===== src/rtl/demux8_capture_pkg.sv =====
// Shared types and sizing for the serial-to-parallel frame capture block.
package demux8_capture_pkg;

  localparam int unsigned SEL_W_DEF = 3;
  localparam int unsigned N_DEF     = 1 << SEL_W_DEF;

  // Filled-flag pattern that marks a complete frame at the default width.
  localparam logic [N_DEF-1:0] ALL_FILLED = {N_DEF{1'b1}};

  typedef enum logic {
    COLLECT = 1'b0,
    HOLD    = 1'b1
  } state_e;

endpackage


===== src/rtl/demux8_capture_slot_decoder.sv =====
// One-hot slot write-enable decoder; the mirror of the mux select logic.
module demux_slot_decoder #(
  parameter int unsigned SEL_W = 3
) (
  input  logic [SEL_W-1:0]       sel,
  input  logic                   en,
  output logic [(1<<SEL_W)-1:0]  we_c
);

  localparam int unsigned N = 1 << SEL_W;

  // Exactly one enable bit set when en, none otherwise.
  always_comb begin
    we_c = '0;
    if (en) begin
      we_c = N'(1) << sel;
    end
  end

endmodule


===== src/rtl/demux8_capture.sv =====
// Steers serial bits into addressed frame slots and hands the full frame
// out over a valid/ready port.
module demux8_capture
  import demux8_capture_pkg::*;
#(
  parameter int unsigned SEL_W    = SEL_W_DEF,
  parameter bit          AUTO_SEL = 1'b0
) (
  input  logic                  clk,
  input  logic                  rst_n,
  input  logic                  in_valid,
  output logic                  in_ready,
  input  logic [SEL_W-1:0]      s,
  input  logic                  din,
  output logic                  out_valid,
  input  logic                  out_ready,
  output logic [(1<<SEL_W)-1:0] out_data,
  output logic [(1<<SEL_W)-1:0] filled,
  output logic                  dup_err
);

  localparam int unsigned N = 1 << SEL_W;
  localparam logic [N-1:0] ALL_ONES = {N{1'b1}};

  state_e           state_q, state_d;
  logic [N-1:0]     data_q, data_d;
  logic [N-1:0]     filled_q, filled_d;
  logic             dup_q, dup_d;
  logic [SEL_W-1:0] cnt_q, cnt_d;
  logic             out_valid_q, out_valid_d;
  logic             in_ready_q, in_ready_d;

  logic             accept_c;
  logic [SEL_W-1:0] sel_c;
  logic [N-1:0]     we_c;

  assign accept_c = in_valid & in_ready_q;
  assign sel_c    = AUTO_SEL ? cnt_q : s;

  demux_slot_decoder #(
    .SEL_W (SEL_W)
  ) u_dec (
    .sel  (sel_c),
    .en   (accept_c),
    .we_c (we_c)
  );

  // Next-state: collect bits until every slot is flagged, then hold for the sink.
  always_comb begin
    state_d     = state_q;
    data_d      = data_q;
    filled_d    = filled_q;
    dup_d       = dup_q;
    cnt_d       = cnt_q;
    out_valid_d = out_valid_q;
    in_ready_d  = in_ready_q;

    unique case (state_q)
      COLLECT: begin
        if (accept_c) begin
          data_d   = (data_q & ~we_c) | ({N{din}} & we_c);
          filled_d = filled_q | we_c;
          if ((filled_q & we_c) != '0) begin
            dup_d = 1'b1;
          end
          if (AUTO_SEL) begin
            cnt_d = SEL_W'(cnt_q + SEL_W'(1));
          end
          if (filled_d == ALL_ONES) begin
            state_d     = HOLD;
            out_valid_d = 1'b1;
            in_ready_d  = 1'b0;
          end
        end
      end
      HOLD: begin
        if (out_ready) begin
          state_d     = COLLECT;
          out_valid_d = 1'b0;
          in_ready_d  = 1'b1;
          filled_d    = '0;
          dup_d       = 1'b0;
          data_d      = '0;
        end
      end
      default: begin
        state_d = COLLECT;
      end
    endcase
  end

  // State and datapath registers; reset discards any partial or pending frame.
  always_ff @(posedge clk) begin
    if (!rst_n) begin
      state_q     <= COLLECT;
      data_q      <= '0;
      filled_q    <= '0;
      dup_q       <= 1'b0;
      cnt_q       <= '0;
      out_valid_q <= 1'b0;
      in_ready_q  <= 1'b1;
    end else begin
      state_q     <= state_d;
      data_q      <= data_d;
      filled_q    <= filled_d;
      dup_q       <= dup_d;
      cnt_q       <= cnt_d;
      out_valid_q <= out_valid_d;
      in_ready_q  <= in_ready_d;
    end
  end

  assign in_ready  = in_ready_q;
  assign out_valid = out_valid_q;
  assign out_data  = data_q;
  assign filled    = filled_q;
  assign dup_err   = dup_q;

endmodule


===== config.mk =====
export PLATFORM = sky130hd
export DESIGN_NAME = demux8_capture
export DESIGN_NICKNAME = d
export VERILOG_FILES = /design/src/rtl/demux8_capture_pkg.sv /design/src/rtl/demux8_capture_slot_decoder.sv /design/src/rtl/demux8_capture.sv
export SDC_FILE = /design/constraint.sdc
export NUM_CORES = 1
export LEC_CHECK = 0
export ABC_AREA = 0
export CORE_MARGIN = 2
export CORE_UTILIZATION = 25
export CTS_BUF_LIST = sky130_fd_sc_hd__clkbuf_8 sky130_fd_sc_hd__clkbuf_16
export DETAILED_ROUTE_END_ITERATION = 8
export HOLD_SLACK_MARGIN = 0.15
export PLACE_DENSITY = 0.6
export SYNTH_ARGS = -nofsm -noshare
export SYNTH_HDL_FRONTEND = slang
export SYNTH_HIERARCHICAL = 1
export SYNTH_SLANG_ARGS = --single-unit

===== constraint.sdc =====
create_clock -name clk -period 1.55 [get_ports clk]
set_input_delay 0.31 -clock clk [delete_from_list [all_inputs] [get_ports clk]]
set_output_delay 0.31 -clock clk [all_outputs]
set_load 0.02 [all_outputs]

# == After elaboration in Yosys (flattened, before gate mapping) ==
# Index checks and enable logic that the tools add are counted.
# classes
n_eq_ne,5
shifts,1
muxes,21
bitwise,8
n_reduce_logical,4
# op_table
cell,count
$mux 8,4
$pmux 8 s2,2
$and 8x8->8,3
$or 8x8->8,2
$mux 1,11
$eq 8x8->1 const B,1
$ne 2x2->1 const B,4
$not 8->8,1
$pmux 1 s2,4
$reduce_bool 8->1,1
$shl 1x3->8 const A,1
$reduce_and 3->1,2
$reduce_and 2->1,1
$and 1x1->1,1
$not 1->1,1
# word_totals
ff_bits,20
in_bits,8
out_inout_bits,19
elab_cells,45

# == Longest topological paths before layout ==
# depth
depth_word,7
mapped_depth,7
mapped_depth_nobuf,7

# == Modules after synthesis ==
# The synthesis kept the hierarchy.
# modules_own_cells
mod,n_inst,cells_per_inst,area_each_um2,seq_area_each_um2
demux8_capture,1,89,783.3,400.4
demux_slot_decoder,1,8,95.1,0.0

# == Worst setup path after synthesis ==
# Ideal clock, no wire load.
# synth_timing
kind,register to register
startpoint,register in_ready_q (netlist: in_ready)
endpoint,register in_ready_q (netlist: in_ready)
setup_time_ns,0.114
arrival_time_ns,1.537
required_time_ns,1.436
setup_slack_ns,-0.100
stages_incl_launch_ff,8
path_buffers,0
synth_period_minus_slack_ns,1.650
cell_sequence,dfxtp_1 nand2_1 inv_1 nor4b_2 o22ai_1 nor2_1 nand3_1 a21o_1
# synth_between
elab_chain_len,6
word_cells_on_any_way,7
classes_between,3 x eq/ne; 1 x mux; 2 x bitwise; 1 x reduce/logical
# synth_rtl
element,line_no,rtl
"start, declared",demux8_capture.sv:31,"logic in_ready_q, in_ready_d;"
"start signal, assigned",demux8_capture.sv:109,in_ready_q <= in_ready_d;
$and 1x1->1,demux8_capture.sv:37,assign accept_c = in_valid & in_ready_q;
net accept_c,demux8_capture.sv:33,logic accept_c;
$mux 8,demux8_capture_slot_decoder.sv:15,if (en) begin
net we_c[0],demux8_capture.sv:35,logic [N-1:0] we_c;
$or 8x8->8,demux8_capture.sv:62,filled_d = filled_q | we_c;
$eq 8x8->1,demux8_capture.sv:69,if (filled_d == ALL_ONES) begin
$ne 2x2->1 (no line),n/a,
$reduce_and 3->1 (no line),n/a,
# The timed path passes the listed nets, and every way through them passes these cells.
# A chain may end at the register's enable or synchronous reset.

# == Final worst setup path ==
# layout_timing
startpoint,register out_valid_q (netlist: out_valid)
endpoint,output out_valid
# layout_lines
element,line_no,rtl
"start, declared",demux8_capture.sv:30,"logic out_valid_q, out_valid_d;"
"start signal, assigned",demux8_capture.sv:108,out_valid_q <= out_valid_d;
"end, declared",demux8_capture.sv:15,"output logic out_valid,"
# No word-level cell between the ends.

==> metrics.log <==
INFO  metric status = finished clean
INFO  metric clockRootBuffer = sky130_fd_sc_hd__clkbuf_8
INFO  metric crit_path_end_kind = output pin
INFO  metric cp_cell_sequence = clkdlybuf4s50_1
INFO  metric drive_gt1_frac = 0.2534
INFO  metric main_combinational_cell_family_by_area_after_synthesis = simple AND/OR/NAND/NOR gates
INFO  metric synth.area.mux_share = 0.04558
INFO  metric drt_iter0_markers = 35
INFO  metric critical_path_at = 1.20 ns
INFO  metric power.density_cell_area = 749.5 nW/um^2
INFO  metric cts_hold_buffers = 0
INFO  metric complex_gate_fraction_of_the_synthesized_area = 0.2208
INFO  metric globalRouteOverflowTotal = 0
INFO  metric placed_cells_incl_taps = 187
INFO  metric tritoncts_num_sinks = 20
INFO  metric synth_area = 878.3 um^2
INFO  metric max_stage_delay = 0.61 ns
INFO  metric final.setup.tns = 0 ns
INFO  metric cts-htree-levels = 1
INFO  metric synth.top_cell.area_share = 0.4558
INFO  metric grt_pass1_wl = 4.050 mm
INFO  metric ioPinCount = 27
INFO  metric period_minus_slack = 1.511 ns
INFO  metric synth.most_common_cell = sky130_fd_sc_hd__dfxtp_1
INFO  metric stdcell_count = 192
INFO  metric die-height = 63.28 um
INFO  metric design_area = 1416 um^2
INFO  metric num_vias = 903
INFO  metric worst-endpoint-required = 1.24 ns
INFO  metric gp_routability_congestion = 0.7692
INFO  metric routed_wirelength = 2.446 mm
INFO  metric postSynthCellCount = 97
INFO  metric min_path_type = reg -> reg
INFO  metric avgViaCountPerCell = 4.703
INFO  metric post_synth_main_area_contributors = sky130_fd_sc_hd__dfxtp_1, sky130_fd_sc_hd__a21oi_1, sky130_fd_sc_hd__nand2_1
INFO  metric synth-edff-count = 0
INFO  metric avgSynthCellArea = 9.055 um^2
INFO  metric setup_viol = 0
INFO  metric dpl_cell_area = 1340 um^2
INFO  metric synth.ff_latch_count = 20
INFO  metric placement.io_buffers = 26
INFO  metric clkSlewWorstSetupHoldPaths = 0.07 ns
INFO  metric layout.nets = 155
INFO  metric ys.warnings.count = 6
INFO  metric post_route_fraction_of_the_period_consumed_by_the_critical_path = 0.9750
INFO  metric synth-adder-area-share = 0
INFO  metric first_global_vias = 906
INFO  metric postSynthNetCount = 105
INFO  metric drtPass1Iterations = 4
INFO  metric critical_path.startpoint_type = flop
INFO  metric die-area = 4004 um^2
INFO  metric final-max-slew-violation-count = 0
INFO  metric globalRouteTotalUtil = 0.1265
INFO  metric postRouteAntennaNets = 0
INFO  metric dp_hpwl = 1.811 mm
INFO  metric worst_skew_pair.late_latency = 0.26 ns
INFO  metric grt_max_degree = 12
INFO  metric ys.flop_type = sky130_fd_sc_hd__dfxtp_1
INFO  metric timing.setup.critical_path_class = reg -> out
INFO  metric tritoncts = yes
INFO  metric floorplan.die.width = 63.28 um
INFO  metric maxCapViolations = 0
INFO  metric timing.final.hold_violations = 0
INFO  metric critPathBufInv = 1
INFO  metric detail_route.drc_violations = 0
INFO  metric antenna_fix_cells = 0
INFO  metric effective_utilization_at_floorplan = 0.2612
INFO  metric slew_at_the_pin_closest_to_its_max_slew_limit = 0.2650 ns
INFO  metric path_delay_family = buffers and inverters
INFO  metric core.rowCount = 21
INFO  metric synth_largest_area_cell = sky130_fd_sc_hd__dfxtp_1
INFO  metric area_share_of_xor_xnor_cells_in_the_synthesized_design = 0
INFO  metric coreArea = 3363 um^2
INFO  metric fmax = 661.7 MHz
INFO  metric grt_antenna_before_repair = 0
INFO  metric max_slew_margin = 0.8226
INFO  metric hold_ws = 0.4581 ns
INFO  metric synth_async_sr_flop_share = 0
INFO  metric bufs_on_longest_clock_path = 2
INFO  metric worst_ir_drop_vdd = 290.4 uV
INFO  metric setup_skew = 0.003245 ns
INFO  metric worstPathMaxFanout = 2
INFO  metric synth_area_in_simple_gates = 0.2507
INFO  metric ys_top_cells_by_count = sky130_fd_sc_hd__dfxtp_1, sky130_fd_sc_hd__a21oi_1, sky130_fd_sc_hd__nand2_1
INFO  metric post_synth_num_cell_types = 28
INFO  metric post_drt_wl_per_cell = 12.74 um
INFO  metric leakagePower = 0.6725 nW
INFO  metric tritoncts.num_buffers = 3
INFO  metric syn_to_final_growth = 61.25%
INFO  metric crit_slowest_cell = sky130_fd_sc_hd__clkdlybuf4s50_1
INFO  metric synth_seq_area_share = 0.4558
cells in the final DEF, fill, tap and decap left out, types with 2 or more instances in the layout:
master and count:
sky130_fd_sc_hd__mux2i_1 4, sky130_fd_sc_hd__buf_4 21, sky130_fd_sc_hd__and4bb_1 2, sky130_fd_sc_hd__dfxtp_1 19, sky130_fd_sc_hd__dlygate4sd2_1 12, sky130_fd_sc_hd__clkdlybuf4s50_1 10, sky130_fd_sc_hd__and4b_2 2, sky130_fd_sc_hd__o22ai_1 2
sky130_fd_sc_hd__nor2_1 11, sky130_fd_sc_hd__dlymetal6s2s_1 4, sky130_fd_sc_hd__nand2_1 12, sky130_fd_sc_hd__a22oi_1 4, sky130_fd_sc_hd__a211oi_1 4, sky130_fd_sc_hd__a21oi_1 14, sky130_fd_sc_hd__clkbuf_8 4
worst paths after layout:
check	from	to	slack [ns]	depth (start not counted)
setup / recovery	out_valid$_SDFFE_PN0P_	out_valid	0.04	1
hold / removal	out_data[3]$_SDFFE_PN0P_	out_data[3]$_SDFFE_PN0P_	0.46	2
setup reg to reg	in_ready$_SDFFE_PN1P_	in_ready$_SDFFE_PN1P_	0.08	7
hold reg to reg	out_data[3]$_SDFFE_PN0P_	out_data[3]$_SDFFE_PN0P_	0.46	2
flip-flops by register name, indices dropped and copies added (netlist names):
register / count
out_data: 8
dup_err: 1
state_q: 1
out_valid: 1
in_ready: 1
filled: 8
cells by family after synthesis:
kind of cell	count (synthesis)
simple gates	38
compound gates	31
flops	20
mux	4
buf+inv	4
what timing repair did:
action	CTS	global route
endpoints found under the hold margin	0	0
setup endpoints to repair	13	6
setup buffers	1	0
gates cloned	0	0
resized for setup	14	8
pin swaps	2	2
worst register-to-register path, cell delays in order (launching register included):
cell	delay [ns]
sky130_fd_sc_hd__dfxtp_2	0.35
sky130_fd_sc_hd__nand2_2	0.08
sky130_fd_sc_hd__inv_4	0.09
sky130_fd_sc_hd__nor4b_4	0.25
sky130_fd_sc_hd__o22ai_2	0.14
sky130_fd_sc_hd__nor2_2	0.18
sky130_fd_sc_hd__nand3_2	0.10
sky130_fd_sc_hd__a21o_1	0.18
cell type report:
cell class	count	area (um^2)
Fill cell	374	1947
Multi-Input combinational cell	73	479.2
Timing Repair Buffer	47	412.9
Sequential cell	20	401.6
Tap cell	46	57.56
Clock buffer	4	55.05
Inverter	2	10.01
metrics by stage:
step / util / setup slack [ns] / total power, mW
4_1_cts: 0.4133 / 0.01440 / 1.073
5_1_grt: 0.4211 / -0.03897 / 1.107
2_1_floorplan: - / 0.05929 / 0.5990
3_3_place_gp: 0.3984 / -0.4412 / 0.6802
6_report: 0.4211 / 0.03871 / 1.062
3_5_place_dp: 0.3984 / -0.4620 / 0.6815
routing by layer:
metal	GRT usage	part of all wire
met2	0.2141	0.49
met1	0.1555	0.47
met3	0.02321	0.027
met4	0.05707	0.0057
met5	0	0
power by group:
part	switching, mW	total [mW]	internal, mW
clock	0.170	0.396	0.226
sequential	0.00688	0.529	0.522
combinational	0.0693	0.137	0.0675
Power figures use the tool's default switching activity.
